$ cat src/rtl/iterative_muldiv.sv
// Multi-cycle RV32M multiply/divide unit: shift-add multiply and restoring divide at one bit per
// cycle, valid/ready on both sides, tag carried from request to result.
module iterative_muldiv #(
  parameter int WIDTH = 32,
  parameter int TAG_W = 5
) (
  input  logic             clk,
  input  logic             rst_n,
  input  logic             in_valid,
  output logic             in_ready,
  input  logic [2:0]       in_op,
  input  logic [WIDTH-1:0] in_a,
  input  logic [WIDTH-1:0] in_b,
  input  logic [TAG_W-1:0] in_tag,
  output logic             out_valid,
  input  logic             out_ready,
  output logic [WIDTH-1:0] out_result,
  output logic [TAG_W-1:0] out_tag,
  input  logic             flush
);

  localparam int CW = $clog2(WIDTH + 1);
  localparam logic [WIDTH-1:0]   ZERO_W   = {WIDTH{1'b0}};
  localparam logic [WIDTH-1:0]   ONES_W   = {WIDTH{1'b1}};
  localparam logic [WIDTH-1:0]   MIN_INT  = {1'b1, {(WIDTH-1){1'b0}}};
  localparam logic [2*WIDTH-1:0] ZERO_2W  = {(2*WIDTH){1'b0}};
  localparam logic [WIDTH:0]     ZERO_W1  = {(WIDTH+1){1'b0}};
  localparam logic [CW-1:0]      CNT_INIT = CW'(WIDTH);
  localparam logic [CW-1:0]      CNT_ONE  = {{(CW-1){1'b0}}, 1'b1};

  typedef enum logic [2:0] {
    S_IDLE = 3'd0,
    S_PREP = 3'd1,
    S_CALC = 3'd2,
    S_FIX  = 3'd3,
    S_DONE = 3'd4
  } state_t;

  state_t             state_q, state_d;
  logic [2:0]         op_q, op_d;
  logic [WIDTH-1:0]   a_q, a_d, b_q, b_d, quo_q, quo_d, res_q, res_d;
  logic [TAG_W-1:0]   tag_q, tag_d, otag_q, otag_d;
  logic               neg_q, neg_d;
  logic [CW-1:0]      cnt_q, cnt_d;
  logic [2*WIDTH-1:0] acc_q, acc_d;
  logic [WIDTH:0]     rem_q, rem_d;

  logic               accept_s, special_s;
  logic [WIDTH-1:0]   special_res_s;
  logic               sign_a_s, sign_b_s;
  logic [WIDTH-1:0]   abs_a_s, abs_b_s, quo_fix_s, rem_fix_s;
  logic [WIDTH:0]     sum_s, shifted_s, diff_s;
  logic [2*WIDTH-1:0] prod_fix_s;

  // State and datapath registers, synchronous active-low reset
  always_ff @(posedge clk) begin
    if (!rst_n) begin
      state_q <= S_IDLE;
      op_q    <= 3'd0;
      a_q     <= ZERO_W;
      b_q     <= ZERO_W;
      quo_q   <= ZERO_W;
      res_q   <= ZERO_W;
      tag_q   <= {TAG_W{1'b0}};
      otag_q  <= {TAG_W{1'b0}};
      neg_q   <= 1'b0;
      cnt_q   <= {CW{1'b0}};
      acc_q   <= ZERO_2W;
      rem_q   <= ZERO_W1;
    end else begin
      state_q <= state_d;
      op_q    <= op_d;
      a_q     <= a_d;
      b_q     <= b_d;
      quo_q   <= quo_d;
      res_q   <= res_d;
      tag_q   <= tag_d;
      otag_q  <= otag_d;
      neg_q   <= neg_d;
      cnt_q   <= cnt_d;
      acc_q   <= acc_d;
      rem_q   <= rem_d;
    end
  end

  // Request decode and arithmetic step values shared by the FSM and datapath
  always_comb begin
    accept_s  = (state_q == S_IDLE) && in_valid && !flush;
    special_s = 1'b0;
    special_res_s = ZERO_W;
    if (in_op[2] && (in_b == ZERO_W)) begin
      special_s     = 1'b1;
      special_res_s = in_op[1] ? in_a : ONES_W;
    end else if (in_op[2] && !in_op[0] && (in_a == MIN_INT) && (in_b == ONES_W)) begin
      special_s     = 1'b1;
      special_res_s = in_op[1] ? ZERO_W : MIN_INT;
    end else begin
      special_s     = 1'b0;
    end
    // a is signed for MULH/MULHSU/DIV/REM, b only for MULH/DIV/REM
    sign_a_s   = a_q[WIDTH-1] && ((op_q == 3'b001) || (op_q == 3'b010) ||
                                  (op_q == 3'b100) || (op_q == 3'b110));
    sign_b_s   = b_q[WIDTH-1] && ((op_q == 3'b001) || (op_q == 3'b100) || (op_q == 3'b110));
    abs_a_s    = sign_a_s ? (ZERO_W - a_q) : a_q;
    abs_b_s    = sign_b_s ? (ZERO_W - b_q) : b_q;
    sum_s      = {1'b0, acc_q[2*WIDTH-1:WIDTH]} + (acc_q[0] ? {1'b0, b_q} : ZERO_W1);
    shifted_s  = {rem_q[WIDTH-1:0], quo_q[WIDTH-1]};
    diff_s     = shifted_s - {1'b0, b_q};
    prod_fix_s = neg_q ? (ZERO_2W - acc_q) : acc_q;
    quo_fix_s  = neg_q ? (ZERO_W - quo_q) : quo_q;
    rem_fix_s  = neg_q ? (ZERO_W - rem_q[WIDTH-1:0]) : rem_q[WIDTH-1:0];
  end

  // Next-state logic; flush forces IDLE from any state
  always_comb begin
    state_d = state_q;
    case (state_q)
      S_IDLE: begin
        if (accept_s) state_d = special_s ? S_DONE : S_PREP;
        else          state_d = S_IDLE;
      end
      S_PREP: state_d = S_CALC;
      S_CALC: begin
        if (cnt_q == CNT_ONE) state_d = S_FIX;
        else                  state_d = S_CALC;
      end
      S_FIX:  state_d = S_DONE;
      S_DONE: begin
        if (out_ready) state_d = S_IDLE;
        else           state_d = S_DONE;
      end
      default: state_d = S_IDLE;
    endcase
    if (flush) state_d = S_IDLE;
    else       state_d = state_d;
  end

  // Datapath register updates per state
  always_comb begin
    op_d   = op_q;
    a_d    = a_q;
    b_d    = b_q;
    quo_d  = quo_q;
    res_d  = res_q;
    tag_d  = tag_q;
    otag_d = otag_q;
    neg_d  = neg_q;
    cnt_d  = cnt_q;
    acc_d  = acc_q;
    rem_d  = rem_q;
    case (state_q)
      S_IDLE: begin
        if (accept_s) begin
          op_d  = in_op;
          a_d   = in_a;
          b_d   = in_b;
          tag_d = in_tag;
          if (special_s) begin
            res_d  = special_res_s;
            otag_d = in_tag;
          end else begin
            res_d  = res_q;
          end
        end else begin
          op_d = op_q;
        end
      end
      S_PREP: begin
        neg_d = (op_q[2] && op_q[1]) ? sign_a_s : (sign_a_s ^ sign_b_s);
        b_d   = abs_b_s;
        cnt_d = CNT_INIT;
        acc_d = {ZERO_W, abs_a_s};
        quo_d = abs_a_s;
        rem_d = ZERO_W1;
      end
      S_CALC: begin
        cnt_d = cnt_q - CNT_ONE;
        if (op_q[2]) begin
          // Restoring step: keep the trial subtraction only when it does not go negative
          if (!diff_s[WIDTH]) begin
            rem_d = diff_s;
            quo_d = {quo_q[WIDTH-2:0], 1'b1};
          end else begin
            rem_d = shifted_s;
            quo_d = {quo_q[WIDTH-2:0], 1'b0};
          end
        end else begin
          acc_d = {sum_s, acc_q[WIDTH-1:1]};
        end
      end
      S_FIX: begin
        otag_d = tag_q;
        case (op_q)
          3'b000:                 res_d = prod_fix_s[WIDTH-1:0];
          3'b001, 3'b010, 3'b011: res_d = prod_fix_s[2*WIDTH-1:WIDTH];
          3'b100, 3'b101:         res_d = quo_fix_s;
          default:                res_d = rem_fix_s;
        endcase
      end
      default: begin
        res_d = res_q;
      end
    endcase
  end

  // Handshake outputs decoded from the state register
  always_comb begin
    in_ready   = (state_q == S_IDLE);
    out_valid  = (state_q == S_DONE);
    out_result = res_q;
    out_tag    = otag_q;
  end

endmodule

$ cat config.mk
export PLATFORM = sky130hd
export DESIGN_NAME = iterative_muldiv
export DESIGN_NICKNAME = d
export VERILOG_FILES = /design/src/rtl/iterative_muldiv.sv
export SDC_FILE = /design/constraint.sdc
export NUM_CORES = 1
export LEC_CHECK = 0
export ABC_AREA = 1
export BUFFER_PORTS_ARGS = -buffer_cell sky130_fd_sc_hd__buf_2
export CAP_MARGIN = 20
export CORE_MARGIN = 2
export CORE_UTILIZATION = 62
export CTS_CLUSTER_DIAMETER = 120
export DETAILED_ROUTE_END_ITERATION = 12
export PLACE_DENSITY_LB_ADDON = 0.3
export SYNTH_ARGS = -nofsm -noshare
export SYNTH_HDL_FRONTEND = slang
export SYNTH_SLANG_ARGS = --single-unit
$ cat constraint.sdc
create_clock -name clk -period 3.9 [get_ports clk]
set_input_delay 0.78 -clock clk [delete_from_list [all_inputs] [get_ports clk]]
set_output_delay 0.78 -clock clk [all_outputs]
set_load 0.02 [all_outputs]
# Yosys cells after proc, flatten, opt, wreduce, memory -nomap -nowiden
# Index checks and enable logic that the tools add are counted.
word_totals:
  elab_cells: 106
  inputBits: 77
  reg_bits: 247
  out_inout_bits: 39
op_classes:
  bitwise: 2
  n_eq_ne: 18
  n_reduce_logical: 30
  n_addsub: 8
  n_mux: 36
ops:
  columns: ["operator", "n"]
  rows:
  - ["two-way mux 32 bit", 15]
  - ["one-hot mux 32 bit (2 select lines)", 4]
  - ["two-way mux 64 bit", 2]
  - ["one-hot mux 64 bit (2 select lines)", 1]
  - ["subtractor 1 x 32 -> 32 bit (first input constant)", 4]
  - ["one-hot mux 32 bit (3 select lines)", 1]
  - ["equality test 32 bit (second input constant)", 2]
  - ["subtractor 1 x 64 -> 64 bit (first input constant)", 1]
  - ["adder 32 x 32 -> 33 bit", 1]
  - ["subtractor 33 x 32 -> 33 bit", 1]
  - ["logical NOT 32 bit", 1]
  - ["one-hot mux 3 bit (5 select lines)", 1]
  - ["equality test 3 x 2 -> 1 bit (second input constant)", 4]
  - ["equality test 3 bit (second input constant)", 4]
  - ["one-hot mux 6 bit (2 select lines)", 1]
  - ["two-way mux 5 bit", 2]
  - ["one-hot mux 5 bit (2 select lines)", 1]
  - ["logical AND 1 bit", 9]
  - ["two-way mux 3 bit", 3]
  - ["equality test 3 x 1 -> 1 bit (second input constant)", 2]
  - ["equality test 6 x 1 -> 1 bit (second input constant)", 1]
  - ["logical NOT 3 bit", 2]
  - ["inequality test 2 bit (second input constant)", 3]
  - ["AND reduction 2 bit", 3]
  - ["11 further kinds", 25]

# Depth between registers and ports, before layout
depth:
  word_depth: 9
  mapped_depth: 17

# Worst setup path before layout
# No wires, ideal clock.
synth_path:
  path_type: "register to register"
  start: "reg acc_q[0]"
  end: "reg acc_q[61]"
  stages_incl_launch_ff: 18
  t_required_ns: 3.768
  arrival_time_ns: 2.589
  setup_slack_ns: 1.178
  path_buffers: 2
  path_cell_list: "dfxtp_1 buf_2 clkbuf_1 nand2_1 inv_1 ha_1 inv_1 fa_1 inv_1 nand2_1 a21oi_1 a21oi_1 o21ai_0 nand3_1 nand2_1 nand2_1 nand3_1 a21oi_1"
synth_via:
  elab_chain_len: 4
synth_lines:
  columns: ["element", "line", "source"]
  rows:
  - ["start, declared", "45", "logic [2*WIDTH-1:0] acc_q, acc_d;"]
  - ["start signal, assigned", "68", "acc_q <= ZERO_2W;"]
  - ["start signal, assigned", "81", "acc_q <= acc_d;"]
  - ["two-way mux 32 bit", "106", "sum_s = {1'b0, acc_q[2*WIDTH-1:WIDTH]} + (acc_q[0] ? {1'b0, b_q} : ZERO_W1);"]
  - ["adder 32 x 32 -> 33 bit", "106", null]
  - ["two-way mux 64 bit", "178", "if (op_q[2]) begin"]
  - ["one-hot mux 64 bit (2 select lines)", "151", "case (state_q)"]
# No other way between the ends. The select of a mux whose other input is x is not followed.
# A chain may end at the register's enable or synchronous reset.

# Worst setup path in the final report
layout_path:
  start: "reg quo_q[31]"
  end: "reg rem_q[19]"
layout_via:
  elab_chain_len: 4
layout_lines:
  columns: ["element", "line", "source"]
  rows:
  - ["start, declared", "41", "logic [WIDTH-1:0] a_q, a_d, b_q, b_d, quo_q, quo_d, res_q, res_d;"]
  - ["start signal, assigned", "75", "quo_q <= quo_d;"]
  - ["subtractor 33 x 32 -> 33 bit", "108", "diff_s = shifted_s - {1'b0, b_q};"]
  - ["two-way mux 32 bit", "180", "if (!diff_s[WIDTH]) begin"]
  - ["two-way mux 32 bit", "178", null]
  - ["one-hot mux 32 bit (2 select lines)", "151", null]
  - ["end signal, assigned", "82", "rem_q <= rem_d;"]
  - ["end, declared", "46", "logic [WIDTH:0] rem_q, rem_d;"]
# No other way between the ends. The select of a mux whose other input is x is not followed.

==> metrics.txt <==
leakage power=0.01133 uW; worst vdd ir=0.3727 mV; Setup-failing EPs final=0; critical path class=register to register; Pre-antenna DRT Iters=7; share of layout cells above drive strength 1=7.372%; ys flop type=dfxtp_1; TritonCTS clock tree=built; drt initial violations=3962; TritonCTS Buffers=29; Critical Path RT=4.33 ns; Layout Utilization=68.47%; vias in the first global route=22370; worst hold start=out_ready; CP endpoint kind=register; reg2reg start=quo_q[31]; Hold Path End=state_q[2]; clk_lat worst skew=0.60 ns; Initial Util=62.66%; Setup TNS Final=0 ns; Synth cell types=48; I/O Buffers=115; Slew HR=35.24%; sequential share of the synthesized area=23.59%; DR vias=25790; Reg2Reg Depth=16; CTS H-tree lvls=1; first-pass GRT wire length=124600 um; Total GRT Usage=44.38%; number of nets in the layout=3845; Yosys Warn Count=0; most frequent cells in the layout=nand2_1 (922), a21oi_1 (462), nor2_1 (415); status=completed; Synth Instances=3654; Chip Height=187.9 um; max-slew violations=0; width of the die=187.9 um; #FFs+latches synth=247; fraction of registers with async set/reset=0%; EDFF count, synth=0; Fin. Hold Viols=0; CTS root buf=clkbuf_16; Congestion Overflow GR=0; net count after synthesis=3804; top achievable clock speed=0.3211 GHz; CTS resizes=0; clk sink count=247; Worst Setup Start Kind=register; Cells on Worst Hold Path=4; clock-pin slew on the worst setup and hold paths=0.06 ns; post-DR wirelength/cell=19.61 um; vias per cell=6.190; final routed DRC violation total=0; r2r setup slk=0.79 ns; hold buffers post-CTS=0; Final period util=79.86%; post-CTS setup buffer count=0; area of the mapped netlist=0.02096 sq mm; initial antenna violation count=3; unrepaired setup endpoints after global routing=false; post-route ant nets=0; Site Rows=67; final WL=81680 um; core area=0.03345 sq mm; HP Class=primary input to register; deepest clock path buffer count=3; syn_area_per_cell=5.736 sq um; commonest non-fill, non-tap cell in the layout=nand2_1; maximum number of pins on one net before global-route repair=100; crit path time final=3.114 ns; PD cells=330.5 mW/mm^2; # Max-Cap Violations=0; area delta synth->final=9.277%; Critical Path AT=3.55 ns; crit-path max FO=33; RR Endpoint=rem_q[19]; Ports=116; Worst Clk Skew=0.01551 ns; worst-margin pin slew=0.9700 ns; Total Die Area=0.03529 sq mm; Final Wtd Congestion=1.078; post-detail-place hpwl=63150 um
## through the flow
step	std cells	total power [uW]	instance area [sq um]	setup WS, ns	hold slack, ns
after floorplan	3654	3852	20960	1.178	0.4480
after global placement	4112	4353	21800	1.005	0.4661
after detailed placement	4112	4358	21800	0.9238	0.4714
after CTS	4165	7479	22900	0.8302	0.4477
after global routing	4166	7801	22900	0.5841	0.4758
final	4166	7569	22900	0.7856	0.4458
## critical path, stage by stage, from the launching register on
cell	delay [ns]
dfxtp_1	0.35
inv_1	0.09
ha_1	0.23
fa_1	0.41
nand3b_1	0.19
nand2_1	0.20
nand2_1	0.08
nand2_1	0.14
nand2_1	0.06
nand2_1	0.11
nand2_2	0.08
nand2_1	0.10
nand2_2	0.10
nand2_2	0.49
nand2_1	0.16
nand3_1	0.11
a21oi_1	0.06
## report_power, final
| group | total (uW) | switching, uW | leakage (uW) | internal, uW |
|---|---|---|---|---|
| sequential | 2700 | 101 | 0.00201 | 2600 |
| clock | 3170 | 1220 | 0.000539 | 1950 |
| combinational | 1700 | 1220 | 0.00878 | 479 |
## cell usage after synthesis, types with 29 or more instances
library cell,n,area [sq um]
o21ai_0,306,1531
nand4_1,66,412.9
nand2_1,922,3461
clkbuf_1,89,334.1
nand3_1,339,1697
ha_1,71,888.4
nand3b_1,29,217.7
nor2_1,417,1565
nor3_1,36,180.2
a21oi_1,462,2312
dfxtp_1,247,4945
inv_1,377,1415
xor2_1,34,297.8
## sequential cells by signal, summed over array words and instances (netlist names)
signal / count
rem_q: 32
out_tag: 5
state_q: 3
op_q: 3
b_q: 32
cnt_q: 6
acc_q: 64
quo_q: 32
out_result: 32
neg_q: 1
tag_q: 5
a_q: 32
## routing by layer
metal,vias up,wire (um),track usage [%]
met1,11530,32770,61.95
met3,262,11170,10.24
met4,4,3740,16.08
met2,1749,33990,66.74
met5,-,20,0
li1,12240,-,-
## worst max-delay path by stage
stage / from / to / slack (ns) / depth (start not counted)
2_1_floorplan: acc_q[0] / acc_q[61] / 1.18 / 17
4_1_cts: quo_q[31] / rem_q[19] / 0.83 / 16
6_report: quo_q[31] / rem_q[19] / 0.79 / 16
3_5_place_dp: quo_q[31] / rem_q[21] / 0.92 / 16
3_3_place_gp: quo_q[31] / rem_q[3] / 1.01 / 16
5_1_grt: quo_q[31] / rem_q[5] / 0.58 / 16
## layout make-up
class	instances	area, sq um
antenna	1	2.502
clock buffer	37	817.0
clock inverter	16	284.0
fill	3256	10550
inverter	392	1471
multi-input combinational	2875	13980
sequential	247	4949
tap	448	560.5
timing repair buffer	150	840.8
## cell families after synthesis
family / after synthesis / share of synthesized area (%)
adder cells (fa/ha/maj): 73 / 4.430
AO/OA/AOI/OAI: 877 / 21.85
XOR/XNOR: 49 / 2.048
buffers and inverters: 532 / 9.838
AND/OR/NAND/NOR: 1876 / 38.24
flip-flops: 247 / 23.59
Note: power is estimated with default switching activity, not from simulation.
